$ cat config.mk
export PLATFORM = sky130hd
export DESIGN_NAME = fpnew_i2fcast_iter
export DESIGN_NICKNAME = d
export VERILOG_FILES = /design/src/rtl/fpnew_pkg.sv /design/src/rtl/fpnew_rounding.sv /design/src/rtl/lzc.sv /design/src/rtl/fpnew_i2fcast_iter.sv
export SDC_FILE = /design/constraint.sdc
export NUM_CORES = 1
export LEC_CHECK = 0
export ABC_CLOCK_PERIOD_IN_PS = 6000
export BUFFER_PORTS_ARGS = -buffer_cell sky130_fd_sc_hd__buf_2
export CAP_MARGIN = 20
export CORE_ASPECT_RATIO = 0.9
export CORE_MARGIN = 5
export CORE_UTILIZATION = 45
export DETAILED_ROUTE_END_ITERATION = 16
export GPL_TIMING_DRIVEN = 0
export HOLD_SLACK_MARGIN = 0.12
export PLACE_DENSITY = 0.71
export SYNTH_ARGS = -nofsm -noshare
export SYNTH_HDL_FRONTEND = slang
export SYNTH_SLANG_ARGS = --single-unit
$ cat constraint.sdc
create_clock -name clk_i -period 6 [get_ports clk_i]
set_input_delay 0.6 -clock clk_i [delete_from_list [all_inputs] [get_ports clk_i]]
set_output_delay 0.6 -clock clk_i [all_outputs]
set_load 0.02 [all_outputs]
$ cat src/rtl/fpnew_pkg.sv
`default_nettype none
// ============================================================================
//  Module   : fpnew_pkg
//  Purpose  : Shared FPnew types and helpers: floating-point and integer
//             format encodings, width/bias queries, rounding modes and the
//             IEEE exception status flags.
//  Revision : 1.0  initial release
// ============================================================================
package fpnew_pkg;

    typedef struct packed {
        int unsigned exp_bits;
        int unsigned man_bits;
    } fp_encoding_t;

    localparam int unsigned NUM_FP_FORMATS = 5;
    localparam int unsigned FP_FORMAT_BITS = $clog2(NUM_FP_FORMATS);

    typedef enum logic [FP_FORMAT_BITS-1:0] {
        FP32    = 'd0,
        FP64    = 'd1,
        FP16    = 'd2,
        FP8     = 'd3,
        FP16ALT = 'd4
    } fp_format_e;

    localparam fp_encoding_t [0:NUM_FP_FORMATS-1] FP_ENCODINGS = '{
        '{8,  23},
        '{11, 52},
        '{5,  10},
        '{5,  2},
        '{8,  7}
    };

    typedef enum logic [1:0] {
        INT8,
        INT16,
        INT32,
        INT64
    } int_format_e;

    typedef enum logic [2:0] {
        RNE = 3'b000,
        RTZ = 3'b001,
        RDN = 3'b010,
        RUP = 3'b011,
        RMM = 3'b100,
        ROD = 3'b101,
        DYN = 3'b111
    } roundmode_e;

    typedef struct packed {
        logic NV;
        logic DZ;
        logic OF;
        logic UF;
        logic NX;
    } status_t;

    function automatic int unsigned exp_bits(fp_format_e fmt);
        return FP_ENCODINGS[fmt].exp_bits;
    endfunction

    function automatic int unsigned man_bits(fp_format_e fmt);
        return FP_ENCODINGS[fmt].man_bits;
    endfunction

    function automatic int unsigned fp_width(fp_format_e fmt);
        return FP_ENCODINGS[fmt].exp_bits + FP_ENCODINGS[fmt].man_bits + 1;
    endfunction

    function automatic int unsigned bias(fp_format_e fmt);
        return unsigned'(2**(FP_ENCODINGS[fmt].exp_bits - 1) - 1);
    endfunction

    function automatic int unsigned int_width(int_format_e ifmt);
        case (ifmt)
            INT8:    return 8;
            INT16:   return 16;
            INT32:   return 32;
            INT64:   return 64;
            default: return 0;
        endcase
    endfunction

endpackage
`default_nettype wire

$ cat src/rtl/fpnew_rounding.sv
`default_nettype none
// ============================================================================
//  Module   : fpnew_rounding
//  Purpose  : Applies an IEEE rounding decision to a sign/magnitude value.
//  Ports    : abs_value_i          - unrounded magnitude (exp|mantissa)
//             sign_i               - sign of the value
//             round_sticky_bits_i  - {round, sticky}
//             rnd_mode_i           - rounding mode
//             effective_subtraction_i - selects sign of an exact-zero sum
//             abs_rounded_o        - rounded magnitude
//             sign_o / exact_zero_o - result sign, exact-zero indicator
//  Revision : 1.0  initial release
// ============================================================================
module fpnew_rounding
    import fpnew_pkg::*;
#(
    parameter int unsigned AbsWidth = 2
) (
    input  logic [AbsWidth-1:0] abs_value_i,
    input  logic                sign_i,
    input  logic [1:0]          round_sticky_bits_i,
    input  roundmode_e          rnd_mode_i,
    input  logic                effective_subtraction_i,
    output logic [AbsWidth-1:0] abs_rounded_o,
    output logic                sign_o,
    output logic                exact_zero_o
);

    logic w_round_up;

    always_comb begin
        w_round_up = 1'b0;
        case (rnd_mode_i)
            RNE: begin
                case (round_sticky_bits_i)
                    2'b10:   w_round_up = abs_value_i[0];   // tie: to even
                    2'b11:   w_round_up = 1'b1;
                    default: w_round_up = 1'b0;
                endcase
            end
            RTZ:     w_round_up = 1'b0;
            RDN:     w_round_up = (|round_sticky_bits_i) ? sign_i  : 1'b0;
            RUP:     w_round_up = (|round_sticky_bits_i) ? ~sign_i : 1'b0;
            RMM:     w_round_up = round_sticky_bits_i[1];
            default: w_round_up = 1'b0;
        endcase
    end

    // A mantissa carry ripples into the exponent field, which is exactly the
    // desired behaviour for the packed exp|mantissa encoding.
    assign abs_rounded_o = abs_value_i + AbsWidth'(w_round_up);
    assign exact_zero_o  = (abs_value_i == '0) && (round_sticky_bits_i == 2'b00);
    assign sign_o        = (exact_zero_o && effective_subtraction_i)
                         ? (rnd_mode_i == RDN) : sign_i;

endmodule
`default_nettype wire

$ cat src/rtl/lzc.sv
`default_nettype none
// ============================================================================
//  Module   : lzc
//  Purpose  : Leading/trailing zero counter.
//  Ports    : in_i    - vector to scan
//             cnt_o   - number of zeros before the first set bit
//             empty_o - high when in_i is all zeros (cnt_o is then 0)
//  Revision : 1.0  initial release
// ============================================================================
module lzc #(
    parameter int unsigned WIDTH     = 2,
    parameter bit          MODE      = 1'b0,   // 0: trailing, 1: leading
    parameter int unsigned CNT_WIDTH = (WIDTH > 1) ? $clog2(WIDTH) : 1
) (
    input  logic [WIDTH-1:0]     in_i,
    output logic [CNT_WIDTH-1:0] cnt_o,
    output logic                 empty_o
);

    // Scan from the far end towards the near end so the set bit closest to
    // the counting origin is the last one to write the result.
    always_comb begin
        cnt_o   = '0;
        empty_o = 1'b1;
        for (int i = int'(WIDTH) - 1; i >= 0; i--) begin
            if (in_i[MODE ? (int'(WIDTH) - 1 - i) : i]) begin
                cnt_o   = CNT_WIDTH'(i);
                empty_o = 1'b0;
            end
        end
    end

endmodule
`default_nettype wire

$ cat src/rtl/fpnew_i2fcast_iter.sv
`default_nettype none
// ============================================================================
//  Module   : fpnew_i2fcast_iter
//  Purpose  : Iterative integer-to-float conversion. The magnitude is
//             normalised at most ShiftStep bit positions per cycle, then
//             rounded in a single cycle and held until the consumer takes it.
//  Ports    : clk_i, rst_ni            - clock, async active-low reset
//             operand_i, is_signed_i   - source integer and its signedness
//             rnd_mode_i, tag_i        - rounding mode, opaque tag
//             in_valid_i / in_ready_o  - input handshake
//             flush_i                  - abort any in-flight operation
//             result_o, status_o       - converted value and IEEE flags
//             extension_bit_o          - NaN-boxing bit (constant 1)
//             tag_o                    - tag of the completed operation
//             out_valid_o / out_ready_i - output handshake
//             busy_o                   - operation in flight
//  Revision : 1.0  initial release
// ============================================================================
module fpnew_i2fcast_iter
    import fpnew_pkg::*;
#(
    parameter fpnew_pkg::fp_format_e  DstFpFormat = fpnew_pkg::fp_format_e'(0),
    parameter fpnew_pkg::int_format_e IntFormat   = fpnew_pkg::INT32,
    parameter int unsigned            ShiftStep   = 4,
    parameter type                    TagType     = logic,
    localparam int unsigned IntWidth  = fpnew_pkg::int_width(IntFormat),
    localparam int unsigned DST_WIDTH = fpnew_pkg::fp_width(DstFpFormat)
) (
    input  logic                 clk_i,
    input  logic                 rst_ni,
    input  logic [IntWidth-1:0]  operand_i,
    input  logic                 is_signed_i,
    input  roundmode_e           rnd_mode_i,
    input  TagType               tag_i,
    input  logic                 in_valid_i,
    output logic                 in_ready_o,
    input  logic                 flush_i,
    output logic [DST_WIDTH-1:0] result_o,
    output status_t              status_o,
    output logic                 extension_bit_o,
    output TagType               tag_o,
    output logic                 out_valid_o,
    input  logic                 out_ready_i,
    output logic                 busy_o
);

    localparam int unsigned DST_EXP_BITS = fpnew_pkg::exp_bits(DstFpFormat);
    localparam int unsigned DST_MAN_BITS = fpnew_pkg::man_bits(DstFpFormat);
    localparam int unsigned DST_BIAS     = fpnew_pkg::bias(DstFpFormat);
    localparam int unsigned ABS_W        = DST_WIDTH - 1;
    // Exponent counter must hold IntWidth-1 and survive a full-width step.
    localparam int unsigned EXPC_W       = $clog2(IntWidth) + 1;
    localparam int unsigned LZ_W         = (ShiftStep > 1) ? $clog2(ShiftStep) : 1;
    localparam int unsigned SH_W         = $clog2(ShiftStep + 1);
    // Fraction bits below the hidden one, padded so mantissa, round and one
    // sticky position always exist even for narrow integers.
    localparam int unsigned EXT_W        = IntWidth + DST_MAN_BITS + 1;
    localparam int unsigned BEXP_W       = ((EXPC_W > DST_EXP_BITS) ? EXPC_W : DST_EXP_BITS) + 1;

    localparam logic [BEXP_W-1:0] EXP_INF        = BEXP_W'((2**DST_EXP_BITS) - 1);
    localparam logic [ABS_W-1:0]  LARGEST_NORMAL = {DST_EXP_BITS'((2**DST_EXP_BITS) - 2),
                                                    {DST_MAN_BITS{1'b1}}};

    localparam logic [1:0] IDLE  = 2'd0;
    localparam logic [1:0] NORM  = 2'd1;
    localparam logic [1:0] ROUND = 2'd2;
    localparam logic [1:0] DONE  = 2'd3;

    logic [1:0]           state_q,  state_d;
    logic [IntWidth-1:0]  mag_q,    mag_d;
    logic [EXPC_W-1:0]    exp_q,    exp_d;
    logic                 sign_q,   sign_d;
    roundmode_e           rnd_q,    rnd_d;
    TagType               tag_q,    tag_d;
    logic [DST_WIDTH-1:0] result_q, result_d;
    status_t              status_q, status_d;

    // ------------------------------------------------------------------
    // Input conditioning: two's-complement absolute value. The most
    // negative value negates onto itself, which read unsigned is 2^(W-1).
    // ------------------------------------------------------------------
    logic                w_in_sign;
    logic [IntWidth-1:0] w_in_mag;

    assign w_in_sign = is_signed_i & operand_i[IntWidth-1];
    assign w_in_mag  = w_in_sign ? (~operand_i + IntWidth'(1)) : operand_i;

    // ------------------------------------------------------------------
    // Normalisation step
    // ------------------------------------------------------------------
    logic [ShiftStep-1:0] w_window;
    logic [LZ_W-1:0]      w_lz;
    logic                 w_lz_empty;
    logic [SH_W-1:0]      w_shamt;

    assign w_window = mag_q[IntWidth-1 -: ShiftStep];

    lzc #(
        .WIDTH     (ShiftStep),
        .MODE      (1'b1),
        .CNT_WIDTH (LZ_W)
    ) i_lzc (
        .in_i    (w_window),
        .cnt_o   (w_lz),
        .empty_o (w_lz_empty)
    );

    // An all-zero window moves the full step and stays in NORM; otherwise
    // the leading one lands in the MSB and normalisation is complete.
    assign w_shamt = w_lz_empty ? SH_W'(ShiftStep) : SH_W'(w_lz);

    // ------------------------------------------------------------------
    // Rounding datapath (valid while in ROUND, MSB of mag_q is the hidden 1)
    // ------------------------------------------------------------------
    logic [EXT_W-1:0]        w_ext;
    logic [DST_MAN_BITS-1:0] w_mant;
    logic                    w_round_bit;
    logic                    w_sticky_bit;
    logic [BEXP_W-1:0]       w_bexp;
    logic                    w_of_before;
    logic [ABS_W-1:0]        w_pre_round;
    logic [1:0]              w_rs_bits;
    logic [ABS_W-1:0]        w_abs_rounded;
    logic                    w_rnd_sign;
    logic                    w_exact_zero;
    logic                    w_of_after;
    status_t                 w_status;

    assign w_ext        = {mag_q[IntWidth-2:0], {(DST_MAN_BITS + 2){1'b0}}};
    assign w_mant       = w_ext[EXT_W-1 -: DST_MAN_BITS];
    assign w_round_bit  = w_ext[EXT_W-1-DST_MAN_BITS];
    assign w_sticky_bit = |w_ext[EXT_W-2-DST_MAN_BITS:0];

    assign w_bexp      = BEXP_W'(exp_q) + BEXP_W'(DST_BIAS);
    assign w_of_before = (w_bexp >= EXP_INF);

    // Out-of-range exponents are presented to the rounder as the largest
    // normal with round and sticky set, so the mode decides between the
    // largest normal and infinity.
    assign w_pre_round = w_of_before ? LARGEST_NORMAL
                                     : {w_bexp[DST_EXP_BITS-1:0], w_mant};
    assign w_rs_bits   = w_of_before ? 2'b11 : {w_round_bit, w_sticky_bit};

    fpnew_rounding #(
        .AbsWidth (ABS_W)
    ) i_fpnew_rounding (
        .abs_value_i             (w_pre_round),
        .sign_i                  (sign_q),
        .round_sticky_bits_i     (w_rs_bits),
        .rnd_mode_i              (rnd_q),
        .effective_subtraction_i (1'b0),
        .abs_rounded_o           (w_abs_rounded),
        .sign_o                  (w_rnd_sign),
        .exact_zero_o            (w_exact_zero)
    );

    assign w_of_after = &w_abs_rounded[ABS_W-1 -: DST_EXP_BITS];

    always_comb begin
        w_status    = '0;
        w_status.OF = w_of_before | w_of_after;
        w_status.NX = (|w_rs_bits) | w_status.OF;
    end

    // ------------------------------------------------------------------
    // Control
    // ------------------------------------------------------------------
    always_comb begin
        state_d  = state_q;
        mag_d    = mag_q;
        exp_d    = exp_q;
        sign_d   = sign_q;
        rnd_d    = rnd_q;
        tag_d    = tag_q;
        result_d = result_q;
        status_d = status_q;

        if (flush_i) begin
            state_d = IDLE;
        end else begin
            case (state_q)
                IDLE: begin
                    if (in_valid_i) begin
                        sign_d = w_in_sign;
                        mag_d  = w_in_mag;
                        exp_d  = EXPC_W'(IntWidth - 1);
                        rnd_d  = rnd_mode_i;
                        tag_d  = tag_i;
                        if (w_in_mag == '0) begin
                            // Zero converts to +0 regardless of rounding mode.
                            result_d = '0;
                            status_d = '0;
                            state_d  = DONE;
                        end else begin
                            state_d  = NORM;
                        end
                    end
                end
                NORM: begin
                    mag_d = mag_q << w_shamt;
                    exp_d = exp_q - EXPC_W'(w_shamt);
                    if (!w_lz_empty) begin
                        state_d = ROUND;
                    end
                end
                ROUND: begin
                    result_d = {w_rnd_sign & ~w_exact_zero, w_abs_rounded};
                    status_d = w_status;
                    state_d  = DONE;
                end
                DONE: begin
                    if (out_ready_i) begin
                        state_d = IDLE;
                    end
                end
                default: state_d = IDLE;
            endcase
        end
    end

    always_ff @(posedge clk_i or negedge rst_ni) begin
        if (!rst_ni) begin
            state_q  <= IDLE;
            mag_q    <= '0;
            exp_q    <= '0;
            sign_q   <= 1'b0;
            rnd_q    <= RNE;
            tag_q    <= '0;
            result_q <= '0;
            status_q <= '0;
        end else begin
            state_q  <= state_d;
            mag_q    <= mag_d;
            exp_q    <= exp_d;
            sign_q   <= sign_d;
            rnd_q    <= rnd_d;
            tag_q    <= tag_d;
            result_q <= result_d;
            status_q <= status_d;
        end
    end

    assign in_ready_o      = (state_q == IDLE);
    assign busy_o          = (state_q != IDLE);
    assign out_valid_o     = (state_q == DONE);
    assign result_o        = result_q;
    assign status_o        = status_q;
    assign tag_o           = tag_q;
    assign extension_bit_o = 1'b1;

endmodule
`default_nettype wire
# ---- Word level (Yosys, flattened, before mapping)
# Cells that the tools add are included.
dict set report totals {
  latch_bits 0
  wordCells 87
  ram_bits 0
  output_inout_bits 42
  rom_bits 0
  mem_count 0
  ff_bits 82
  inputBits 42
}
dict set report op_classes {
  n_addsub 4
  n_div 0
  n_mux 32
  bitwise 8
  mul 0
  n_eq_ne 13
  magnitude_cmp 1
  shift 1
  n_reduce_logical 16
}
# operator count
set ops {}
lappend ops {{$mux 32} 4}
lappend ops {{$pmux 32 s2} 2}
lappend ops {{$add 32x1->32 const B} 1}
lappend ops {{$logic_not 32->1} 1}
lappend ops {{$not 32->32} 1}
lappend ops {{$shl 32x3->32} 1}
lappend ops {{$add 31x1->31} 1}
lappend ops {{$logic_not 31->1} 1}
lappend ops {{$mux 31} 1}
lappend ops {{$mux 2} 10}
lappend ops {{$pmux 6 s2} 1}
lappend ops {{$mux 5} 2}
lappend ops {{$pmux 5 s2} 1}
lappend ops {{$reduce_and 3->1} 3}
lappend ops {{$add 6x7->8 const B} 1}
lappend ops {{$eq 2x2->1 const B} 4}
lappend ops {{$ge 8x8->1 const B} 1}
lappend ops {{$pmux 2 s4} 1}
lappend ops {{$reduce_and 8->1} 1}
lappend ops {{$reduce_or 7->1} 1}
lappend ops {{$eq 3x2->1 const B} 2}
lappend ops {{$mux 1} 6}
lappend ops {{$mux 6} 1}
lappend ops {{$ne 3x2->1 const B} 2}
lappend ops {{other kinds (18)} 25}

# ---- Logic depth before layout (Yosys ltp)
# Gate-level depths: netlist (run 1).
dict set report logic_depth {
  word_depth 11
  ltp_mapped 14
  mapped_depth_nobuf 14
}

# ---- Modules after synthesis
# From an unflattened synthesis (run 1), not the netlist that was laid out.
dict set report hier_totals {
  cells_unflattened 817
  area_unflattened_um2 6764.0
}
# mod n_inst cells_each seq_area_each_um2 area_each_um2
set by_module_without_submodules {}
lappend by_module_without_submodules {fpnew_i2fcast_iter 1 707 1976.9 5989.5}
lappend by_module_without_submodules {fpnew_rounding 1 104 0.0 738.2}
lappend by_module_without_submodules {lzc 1 6 0.0 36.3}

# ---- Worst setup path before layout (run 1)
# No wires, ideal clock.
dict set report synth_path {
  path_type {in2reg}
  start {input port operand_i[13]}
  end {register result_q[10] (netlist: result_o[10])}
  setup_slack_ps 2484
  arrival_ps 3390
  path_buffers 3
  setup_time_ps 127
  t_required_ps 5873
  path_stages 11
  path_cell_list {clkbuf_1 > or4_1 > buf_2 > or4_1 > nor4_1 > o21ai_1 > a2111o_1 > nor4_4 > and2_4 > buf_6 > o21ai_1}
}
dict set report synth_between {
  elab_chain_len 6
}
# element line
set synth_lines {}
lappend synth_lines {{start, declared} fpnew_i2fcast_iter.sv:31} ;# input logic [IntWidth-1:0] operand_i,
lappend synth_lines {{$not 32->32} fpnew_i2fcast_iter.sv:86} ;# assign w_in_mag = w_in_sign ? (~operand_i + IntWidth'(1)) : operand_i;
lappend synth_lines {{$add 32x1->32} fpnew_i2fcast_iter.sv:86}
lappend synth_lines {{$mux 32 (*)} fpnew_i2fcast_iter.sv:86}
lappend synth_lines {{$logic_not 32->1 (*)} fpnew_i2fcast_iter.sv:189} ;# if (w_in_mag == '0) begin
lappend synth_lines {{$ne 2x1->1 (no source line) (*)} -}
lappend synth_lines {{$reduce_and 4->1 (no source line) (*)} -}
lappend synth_lines {{end signal, assigned} fpnew_i2fcast_iter.sv:238} ;# result_q <= result_d;
lappend synth_lines {{end, declared} fpnew_i2fcast_iter.sv:75} ;# logic [DST_WIDTH-1:0] result_q, result_d;
# Every way passes the cells marked *; elsewhere a longest branch is shown, timed or not.
# A chain may end at the register's enable or synchronous reset.

# ---- Worst setup path after layout (run 1)
dict set report layout_path {
  start {input port operand_i[4]}
  end {register status_q (netlist bit status_o[0])}
}
dict set report layout_between {
  elab_chain_len 6
}
# element line
set layout_lines {}
lappend layout_lines {{$not 32->32} fpnew_i2fcast_iter.sv:86}
lappend layout_lines {{$add 32x1->32} fpnew_i2fcast_iter.sv:86}
lappend layout_lines {{$mux 32 (*)} fpnew_i2fcast_iter.sv:86}
lappend layout_lines {{$logic_not 32->1 (*)} fpnew_i2fcast_iter.sv:189}
lappend layout_lines {{$ne 2x1->1 (no source line) (*)} -}
lappend layout_lines {{$reduce_and 4->1 (no source line) (*)} -}
lappend layout_lines {{end signal, assigned} fpnew_i2fcast_iter.sv:239} ;# status_q <= status_d;
lappend layout_lines {{end, declared} fpnew_i2fcast_iter.sv:76} ;# status_t status_q, status_d;
# Marked as above.

==> reports/results.ini, run 1 <==
[critical_path]
critPathLaunchType = primary input
critPathRequiredTime_ps = 6210
path_class = primary input to flip-flop
critPathCaptureType = flip-flop
cp_max_fo = 10
crit_arrival_ps = 4250

[placement]
io_buffers = 71
dp_hpwl_um = 16360
dp.cells = 1164
globalplace.congestion = 0.9557
dpl_worst_slack_ps = 1730

[clocking]
cts.path.max_buffers = 2
post-cts-setup-buffer-count = 0
insertion_delay_ps = 340
ctsRootBufferMaster = clkbuf_16
cts_tree = built
htreeDepth = 3
cts_hold_buf = 0
clock-sinks = 79
cts_resized = 0
clkTransAtPathRegs_ps = 60
numCtsBuffers = 9

[timing]
max-slew-margin-rel = 0.4067
hold_slack_ps = 159.8
timing.final.ws_setup_ps = 1956
final-hold-violation-count = 0
timing.final.max_slew_violations = 0
fmax_mhz = 247.3
rsz0062_at_grt = false
finalSetupViolCount = 0
fin_crit_sh = 0.6740
skew_ps = 2.967
min_period_ps = 4044
final.setup.tns_ps = 0
tightest_slew_ps = 881.8

[layout]
nNetsFinal = 1031
final_cells = 1178
syn2layout_area_growth_pct = 13.96
drive_gt1_frac = 0.1214
antenna_cells = 0

[power_and_ir_drop]
p_total_uw = 3619
p_per_area_nw_per_um2 = 468.0
p_leak_uw = 0.003152
peakVddDrop_mv = 0.2253

[detailed_routing]
vias_per_cell = 5.924
drtIter0Drc = 791
drt_first_pass_iters = 5
num_vias = 6978
drc = 0
ant_nets = 0
drt-total-wl_um = 21320
wl_per_cell_um = 18.10

[floorplan]
fp-row-count = 42
die_w_um = 139.4
initial_core_util = 0.4595
fp.dieH_um = 126.5
pin_count = 84
core_area_sq_um = 14770
dieArea_sq_um = 17640

[logic_synthesis]
synth_edf_count = 0
ys_types = 70
async_flop_share = 1.000
synth_area_sq_um = 6785
synth-seq-area-share = 0.2914
ys.flop_type = dfrtp_1
syn_avg_cell_area_sq_um = 7.615
ys_seq_elements = 79
synth_cells = 891
ys_warn_count = 0

[job]
cap_violations = 0

[global_route]
grt_usage = 0.2364
grt_overflow = 0
grt_start_max_net_pins = 57
grt_antenna_before_repair = 0
grt_pass1_wl_um = 34090
grt_pass1_vias = 6496

[min_path]
min_path_type = primary input to asynchronous set/reset pin

[outcome]
outcome = finished clean

==> worst max-delay path: stages <==
cell	delay (ps)
clkbuf_1	200
or4_1	510
clkbuf_1	210
nor4_2	480
o211ai_1	220
a2111oi_0	470
o2111ai_1	290
nor4_4	680
and2_4	330
buf_6	160
o21ai_1	90
==> through the flow <==
step	cell area [sq um]	utilization
global placement	7396	0.5008
global route	7732	0.5236
CTS	7732	0.5236
floorplan	6793	-
finish	7732	0.5236
detailed placement	7431	0.5032
==> final timing paths <==
check	start	end	slack, ps	depth (start not counted)
worst max-delay path	operand_i[4]	status_o[0]	1960	11
worst min-delay path	rst_ni	state_q[0]	160	1
worst max register to register	mag_q[1]	result_o[22]	2130	14
worst min register to register	tag_o	tag_o	510	1
max in group asynchronous	rst_ni	rnd_q[0]	5250	2
min in group clk_i	tag_i	tag_o	490	2
==> cell usage after synthesis, types with 4 or more instances <==
cell type / count / area share
o211ai_1: 17 / 0.019
xor2_1: 22 / 0.028
nand2b_1: 5 / 0.0046
buf_4: 4 / 0.0044
nand3_1: 36 / 0.027
inv_1: 23 / 0.013
dfrtp_1: 79 / 0.29
nor2_1: 86 / 0.048
nand2_1: 137 / 0.076
buf_1: 9 / 0.0050
and3_1: 10 / 0.0092
and4_1: 4 / 0.0052
o21ai_0: 61 / 0.045
a21oi_1: 40 / 0.030
mux2i_1: 54 / 0.080
a211oi_1: 5 / 0.0055
o41ai_1: 5 / 0.0065
mux2_2: 10 / 0.017
buf_2: 5 / 0.0037
o21a_1: 7 / 0.0077
o21ai_1: 31 / 0.023
nand4_1: 13 / 0.012
o31ai_1: 6 / 0.0066
a32oi_1: 4 / 0.0052
ha_1: 11 / 0.020
nor3_1: 18 / 0.013
nor4_1: 14 / 0.013
a31oi_1: 7 / 0.0065
nor2b_1: 7 / 0.0065
or4_1: 6 / 0.0066
o32ai_1: 4 / 0.0052
nand3b_1: 5 / 0.0055
clkbuf_1: 49 / 0.027
or3_1: 11 / 0.010
xnor2_1: 34 / 0.044
==> flip-flops by register name, summed over array words and instances (netlist names) <==
signal,cells
state_q,2
sign_q,1
rnd_q,3
exp_q,6
mag_q,32
status_o,2
result_o,32
tag_o,1
==> layout make-up <==
type	count	area, sq um
Timing Repair Buffer	73	390.4
Clock inverter	4	72.57
Inverter	24	90.09
Tap cell	198	247.7
Clock buffer	10	229.0
Fill cell	1456	7034
Buffer	70	306.5
Sequential cell	79	1977
Multi-Input combinational cell	720	4419
==> layer usage <==
metal	up-vias	wire length, um	GRT usage
li1	3341	-	-
met1	3288	9694	0.3401
met2	314	9524	0.3670
met3	35	1762	0.04705
met4	0	337	0.05696
met5	-	0	0
==> kinds of logic (layout without fill, tap and decap cells) <==
logic type	after synthesis	in the layout	synth area share
muxes	64	64	0.09626
buffers and inverters	94	181	0.05845
and+or+nand+nor	371	371	0.2654
other	2	4	0.001107
AOI/OAI and AO/OA	213	213	0.1920
DFF	79	79	0.2914
adders and majority gates	12	12	0.02323
xor gates and xnor gates	56	56	0.07228
==> power by group <==
part / internal [uW] / leakage (uW) / switching [uW]
combinational: 740 / 0.00202 / 1310
sequential: 765 / 0.000984 / 231
clock: 359 / 0.000144 / 216
total: 1860 / 0.00315 / 1750
==> placed cells by master (no fill, tap or decap), types with 6 or more instances in the layout <==
cell type,n
nor4_1,14
o21ai_1,31
ha_1,11
or3_1,11
nor2_1,86
xnor2_1,34
a31oi_1,7
and3_1,10
o31ai_1,6
nand2_1,137
mux2_2,10
clkbuf_16,9
xor2_1,22
mux2i_1,54
clkbuf_1,50
buf_2,76
a21oi_1,40
nor2b_1,7
o211ai_1,17
or4_1,6
buf_1,9
nor3_1,18
o21ai_0,61
inv_1,23
o21a_1,7
nand3_1,36
nand4_1,13
dfrtp_1,79
(Power assumes the default switching activity.)
==> inputs of run 2 (changes only) <==
- ABC_AREA: not set -> 1
- ABC_CLOCK_PERIOD_IN_PS: 6000 -> 3790
- PLACE_DENSITY: 0.71 -> 0.72
- clock period: 6 -> 3.79 ns (I/O delays scaled with it)
==> reports/results.ini, run 2 <==
[outcome]
outcome = finished clean  ; unchanged

[critical_path]
r2r-start = state_q[0]  ; was mag_q[1]
crit_path_start = state_q[0]  ; was operand_i[4]
path_cells = inv_1 > ha_1 > inv_2 > or2_2 > nand2_1 > nor2_1 > nor2_1 > inv_2 > clkbuf_1 > o21ai_0 > nor2_1 > a21oi_1  ; was clkbuf_1 > or4_1 > clkbuf_1 > nor4_2 > o211ai_1 > a2111oi_0 > o2111ai_1 > nor4_4 > and2_4 > buf_6 > o21ai_1
slowest_stage = nor2_1  ; was nor4_4
critPathLaunchType = flip-flop  ; was primary input
crit_path_max_incr_delay_ps = 640  ; was 680 ps
critPathRequiredTime_ps = 4000  ; was 6210 ps
critPathCaptureType = flip-flop  ; unchanged
r2r_slack_ps = 430  ; was 2130 ps
crit_top_cell = nor2_1  ; was clkbuf_1
path_class = flip-flop to flip-flop  ; was primary input to flip-flop
cp_max_fo = 10  ; unchanged
crit_arrival_ps = 3580  ; was 4250 ps

[power_and_ir_drop]
p_sw_uw = 2377  ; was 1754 uW
clkPwrFrac = 0.187  ; was 0.159
p_per_area_nw_per_um2 = 626.6  ; was 468.0 nW/um^2
peakVddDrop_mv = 0.3970  ; was 0.2253 mV
seq_power_share = 0.276  ; was 0.275
p_comb_frac = 0.537  ; was 0.566
p_leak_uw = 0.003972  ; was 0.003152 uW
intPower_uw = 2371  ; was 1864 uW
swShare = 0.5007  ; was 0.4848

[timing]
final-hold-violation-count = 0  ; unchanged
tightest_slew_ps = 784.5  ; was 881.8 ps
timing.final.max_slew_violations = 0  ; unchanged
rsz0062_at_grt = false  ; unchanged
finalSetupViolCount = 0  ; unchanged
max-slew-margin-rel = 0.4750  ; was 0.4067
hold_slack_ps = 242.5  ; was 159.8 ps
fmax_mhz = 297.5
skew_ps = 8.806  ; was 2.967 ps
fin_crit_sh = 0.8869
min_period_ps = 3361
final.setup.tns_ps = 0  ; unchanged

[logic_synthesis]
ys.flop_type = dfrtp_1  ; unchanged
netlist_top_cells_area = dfrtp_1 30%, nand2_1 19%, inv_1 7.3%, o21ai_0 7.1%, nand3_1 6.9%  ; was dfrtp_1 29%, mux2i_1 8.0%, nand2_1 7.6%, nor2_1 4.8%, o21ai_0 4.5%
ys_warn_count = 0  ; unchanged
yosys.area.top_type = dfrtp_1  ; unchanged
ys_seq_elements = 79  ; unchanged
synth-seq-area-share = 0.3001  ; was 0.2914
synth_cells = 1064  ; was 891
synth_edf_count = 0  ; unchanged
synth_area_sq_um = 6588  ; was 6785 sq um
ys_types = 45  ; was 70
synth_commonest_cells = 334 x nand2_1, 128 x inv_1, 94 x o21ai_0, 93 x nor2_1, 91 x nand3_1  ; was 137 x nand2_1, 86 x nor2_1, 79 x dfrtp_1, 61 x o21ai_0, 54 x mux2i_1
async_flop_share = 1.000  ; unchanged
syn_avg_cell_area_sq_um = 6.191  ; was 7.615 sq um
synthMostInstantiatedCell = nand2_1  ; unchanged
synth.top_cell.area_share = 0.3001  ; was 0.2914

[floorplan]
initial_core_util = 0.4526  ; was 0.4595
fp.dieH_um = 124.8  ; was 126.5 um
fp-row-count = 42  ; unchanged
core_area_sq_um = 14560  ; was 14770 sq um
dieArea_sq_um = 17160  ; was 17640 sq um
pin_count = 84  ; unchanged
die_w_um = 137.5  ; was 139.4 um

[global_route]
grt_pass1_vias = 6836  ; was 6496
grt_pass1_wl_um = 34180  ; was 34090 um
grt_antenna_before_repair = 0  ; unchanged
grt_start_max_net_pins = 48  ; was 57
grt_usage = 0.2459  ; was 0.2364
grt_overflow = 0  ; unchanged

[layout]
syn2layout_area_growth_pct = 15.02  ; was 13.96%
drive_gt1_frac = 0.1170  ; was 0.1214
final_common_cell = nand2_1  ; unchanged
final_cells = 1360  ; was 1178
fillerInstances = 1525  ; was 1456
layout_common_cells = 334 x nand2_1, 128 x inv_1, 94 x o21ai_0  ; was 137 x nand2_1, 86 x nor2_1, 79 x dfrtp_1
nNetsFinal = 1212  ; was 1031
antenna_cells = 0  ; unchanged
final_area_sq_um = 7577  ; was 7732 sq um

[clocking]
insertion_delay_ps = 340  ; about the same
htreeDepth = 3  ; unchanged
cts_tree = built  ; unchanged
clkTransAtPathRegs_ps = 60  ; about the same
ctsRootBufferMaster = clkbuf_16  ; unchanged
numCtsBuffers = 9  ; unchanged
clock-sinks = 79  ; unchanged
cts_resized = 0  ; unchanged
cts.path.max_buffers = 2  ; unchanged

[detailed_routing]
drt-total-wl_um = 20940  ; was 21320 um
num_vias = 7418  ; was 6978
met3_length_um = 1688  ; was 1762 um
wl_met2_um = 9572  ; was 9524 um
wl_per_cell_um = 15.40  ; was 18.10 um
drtIter0Drc = 710  ; was 791
drc = 0  ; unchanged
vias_per_cell = 5.454  ; was 5.924
drt_first_pass_iters = 5  ; unchanged
highest_layer = met4  ; unchanged
ant_nets = 0  ; unchanged
wl_met1_um = 9370  ; was 9694 um

[placement]
post_dp_cell_area_sq_um = 7268  ; was 7431 sq um
io_buffers = 79  ; was 71
dp.cells = 1344  ; was 1164
globalplace.congestion = 0.9510  ; was 0.9557
dp_hpwl_um = 16550  ; was 16360 um

[min_path]
hp-start = rnd_mode_i[2]
min_path_type = primary input to flip-flop  ; was primary input to asynchronous set/reset pin

[job]
cap_violations = 0  ; unchanged

==> run 2: timing repair <==
| item | CTS | global route |
|---|---|---|
| endpoints found under the hold margin | 32 | 0 |
| setup buffers | 0 | 0 |
| hold buffers | 1 | 0 |
==> run 2: kinds of logic after synthesis <==
| kind of cell | Yosys count | synth area share |
|---|---|---|
| mux | 4 | 0.006078 |
| simple gates | 582 | 0.3728 |
| compound gates | 192 | 0.1675 |
| buf+inv | 181 | 0.1124 |
| other cells | 2 | 0.001140 |
| flops | 79 | 0.3001 |
| xor+xnor | 12 | 0.01595 |
| fa+ha+maj | 12 | 0.02393 |
==> run 2: worst max-delay path, delay by kind of cell, from the launching register on <==
| kind | cells | cell delay, ps |
|---|---|---|
| AND/OR/NAND/NOR | 5 | 1420 |
| buffers and inverters | 4 | 960 |
| flip-flops | 1 | 370 |
| AO/OA/AOI/OAI | 2 | 250 |
| adder cells (fa/ha/maj) | 1 | 230 |
==> run 2: final timing paths <==
kind                                endpoint  cells after the start
worst max register to register     mag_q[23]                     12
max in group asynchronous       result_o[21]                      3
worst min register to register  result_o[22]                      2
worst min-delay path                rnd_q[2]                      3
min in group asynchronous           mag_q[2]                      2
worst max-delay path               mag_q[23]                     12
==> run 2: per-layer routing <==
layer | vias up | GRT usage
li1 | 3654 | -
met1 | 3447 | 0.3462
met2 | 285 | 0.3852
met3 | 32 | 0.05331
met4 | 0 | 0.05516
met5 | - | 0
==> run 2: final cells by class <==
type	count	area [sq um]	area share
clock buffer	12	256.5	0.03385
clock inverter	3	42.54	0.005614
sequential	79	1977	0.2609
timing repair buffer	81	435.4	0.05746
tap	198	247.7	0.03269
inverter	134	503.0	0.06638
multi-input combinational	806	3877	0.5117
buffer	47	237.7	0.03137
==> run 2: power by group through the flow <==
stage,Sequential [uW],Combinational (uW),Clock (uW)
after global routing,1340,2850,939
after detailed placement,1320,2460,0
final,1310,2550,886
after floorplan,1260,1770,0
after global placement,1310,2440,0
after CTS,1310,2480,899
==> run 2: per-stage QoR <==
stage	power, uW	setup slack, ps	util
floorplan	3034	1204	-
global placement	3749	592.6	0.4972
detailed placement	3782	586.7	0.4993
CTS	4685	559.5	0.5205
global route	5135	102.6	0.5205
finish	4748	428.6	0.5205
==> inputs of run 3 (changes only) <==
- CORE_ASPECT_RATIO: 0.9 -> 0.75
==> reports/results.ini, run 3 (same netlist as run 2, synthesis figures left out) <==
[layout]
fillerInstances = 1543  ; was 1525
final_common_cell = nand2_1  ; unchanged
layout_common_cells = 334 x nand2_1, 128 x inv_1, 94 x o21ai_0  ; unchanged
nNetsFinal = 1212  ; unchanged
antenna_cells = 0  ; unchanged
drive_gt1_frac = 0.1179  ; was 0.1170
syn2layout_area_growth_pct = 15.56  ; was 15.02%

[global_route]
grt_overflow = 0  ; unchanged
grt_antenna_before_repair = 0  ; unchanged
grt_usage = 0.2457  ; was 0.2459
grt_pass1_wl_um = 33930  ; was 34180 um
grt_start_max_net_pins = 72  ; was 48
grt_pass1_vias = 6639  ; was 6836

[timing]
tightest_slew_ps = 860.4  ; was 784.5 ps
final.setup.tns_ps = 0  ; unchanged
finalSetupViolCount = 0  ; unchanged
skew_ps = 5.379  ; was 8.806 ps
timing.final.max_slew_violations = 0  ; unchanged
fin_crit_sh = 0.9145  ; was 0.8869
rsz0062_at_grt = false  ; unchanged
max-slew-margin-rel = 0.4243  ; was 0.4750
fmax_mhz = 288.5  ; was 297.5 MHz
timing.final.ws_setup_ps = 324.0  ; was 428.6 ps
min_period_ps = 3466  ; was 3361 ps
final-hold-violation-count = 0  ; unchanged

[floorplan]
dieArea_sq_um = 17180  ; was 17160 sq um
fp.dieH_um = 114.8  ; was 124.8 um
fp-row-count = 38  ; was 42
die_w_um = 149.7  ; was 137.5 um
core_area_sq_um = 14410  ; was 14560 sq um
pin_count = 84  ; unchanged
initial_core_util = 0.4573  ; was 0.4526

[clocking]
clkTransAtPathRegs_ps = 60  ; about the same
htreeDepth = 3  ; unchanged
ctsRootBufferMaster = clkbuf_16  ; unchanged
cts_resized = 0  ; unchanged
cts.path.max_buffers = 2  ; unchanged
clock-sinks = 79  ; unchanged
numCtsBuffers = 9  ; unchanged
cts_tree = built  ; unchanged
insertion_delay_ps = 330  ; was 340 ps

[critical_path]
path_class = flip-flop to flip-flop  ; unchanged
crit_top_cell = nor2_1  ; unchanged
cp_max_fo = 10  ; unchanged
critPathRequiredTime_ps = 3990  ; was 4000 ps
crit_family = simple AND/OR/NAND/NOR gates  ; unchanged
crit_arrival_ps = 3670  ; was 3580 ps
critPathCaptureType = flip-flop  ; unchanged
worst-path-buf-inv = 4  ; unchanged
slowest_stage = nor2_1  ; unchanged
path_cells = inv_1 > ha_1 > inv_2 > or2_2 > nand2_1 > nor2_1 > nor2_1 > inv_2 > clkbuf_1 > o21ai_0 > nor2_1 > a21oi_1  ; unchanged
crit_path_max_incr_delay_ps = 690  ; was 640 ps
critPathLaunchType = flip-flop  ; unchanged

[detailed_routing]
vias_per_cell = 5.301  ; was 5.454
drt-total-wl_um = 21000  ; was 20940 um
drt_first_pass_iters = 5  ; unchanged
drtIter0Drc = 591  ; was 710
ant_nets = 0  ; unchanged
num_vias = 7220  ; was 7418
wl_per_cell_um = 15.41  ; was 15.40 um
drc = 0  ; unchanged

[job]
cap_violations = 0  ; unchanged

[power_and_ir_drop]
p_per_area_nw_per_um2 = 635.7  ; was 626.6 nW/um^2
peakVddDrop_mv = 0.3499  ; was 0.3970 mV
p_leak_uw = 0.003992  ; was 0.003972 uW

[placement]
io_buffers = 79  ; unchanged
globalplace.congestion = 0.9464  ; was 0.9510
dp_hpwl_um = 16920  ; was 16550 um
dpl_worst_slack_ps = 505.3  ; was 586.7 ps

[outcome]
outcome = finished clean  ; unchanged

[min_path]
min_path_type = primary input to flip-flop  ; unchanged

## run 3: area by class of cell
type | count | area [sq um] | share of cell area
tap | 200 | 250.2 | 0.03287
inverter | 134 | 503.0 | 0.06607
clock buffer | 12 | 266.5 | 0.03501
multi-input combinational | 806 | 3877 | 0.5094
clock inverter | 3 | 65.06 | 0.008547
buffer | 47 | 237.7 | 0.03123
sequential | 79 | 1977 | 0.2597
timing repair buffer | 81 | 435.4 | 0.05720
## run 3: power breakdown
| part | internal, uW | switching [uW] |
|---|---|---|
| logic | 763 | 1810 |
| clock network | 626 | 339 |
| registers | 1070 | 236 |
## run 3: routing by layer
layer,vias up,routed length [um],track usage
met2,227,8772,0.3672
met1,3331,10400,0.3778
met5,-,0,0
met3,21,1637,0.04255
met4,0,187,0.04266
li1,3641,-,-
## run 3: worst register-to-register path: stages (launching register included)
cell and delay, ps:
dfrtp_1 380, inv_1 100, ha_1 230, inv_2 170
or2_2 150, nand2_1 130, nor2_1 690, nor2_1 320
inv_2 240, clkbuf_1 490, o21ai_0 200, nor2_1 190
a21oi_1 60
## run 3: path summary, 6_finish.rpt
check / startpoint / to / slack (ps) / cells after the start
worst max register to register: state_q[0] / mag_q[23] / 320 / 12
worst max-delay path: state_q[0] / mag_q[23] / 320 / 12
worst min-delay path: tag_i / tag_o / 250 / 3
min in group asynchronous: rst_ni / mag_q[3] / 410 / 2
max in group asynchronous: rst_ni / status_o[2] / 2810 / 3
worst min register to register: result_o[1] / result_o[1] / 460 / 2
## run 3: what timing repair did
| action | 4_1_cts | 5_1_grt |
|---|---|---|
| buffers inserted | 0 | 0 |
| hold buffers | 1 | 0 |
| endpoints found under the setup margin | 0 | 0 |
| hold endpoints to repair | 8 | 0 |
## run 3: metrics by stage
step,instances,utilization,hold slack (ps),total power (uW),instance area [sq um]
after global routing,1362,0.5284,252.4,5216,7612
after global placement,1345,0.5026,449.2,3771,7241
after detailed placement,1346,0.5047,218.4,3797,7271
after CTS,1362,0.5284,242.8,4777,7612
after floorplan,1066,-,83.41,3034,6595
final,1362,0.5284,247.1,4839,7612
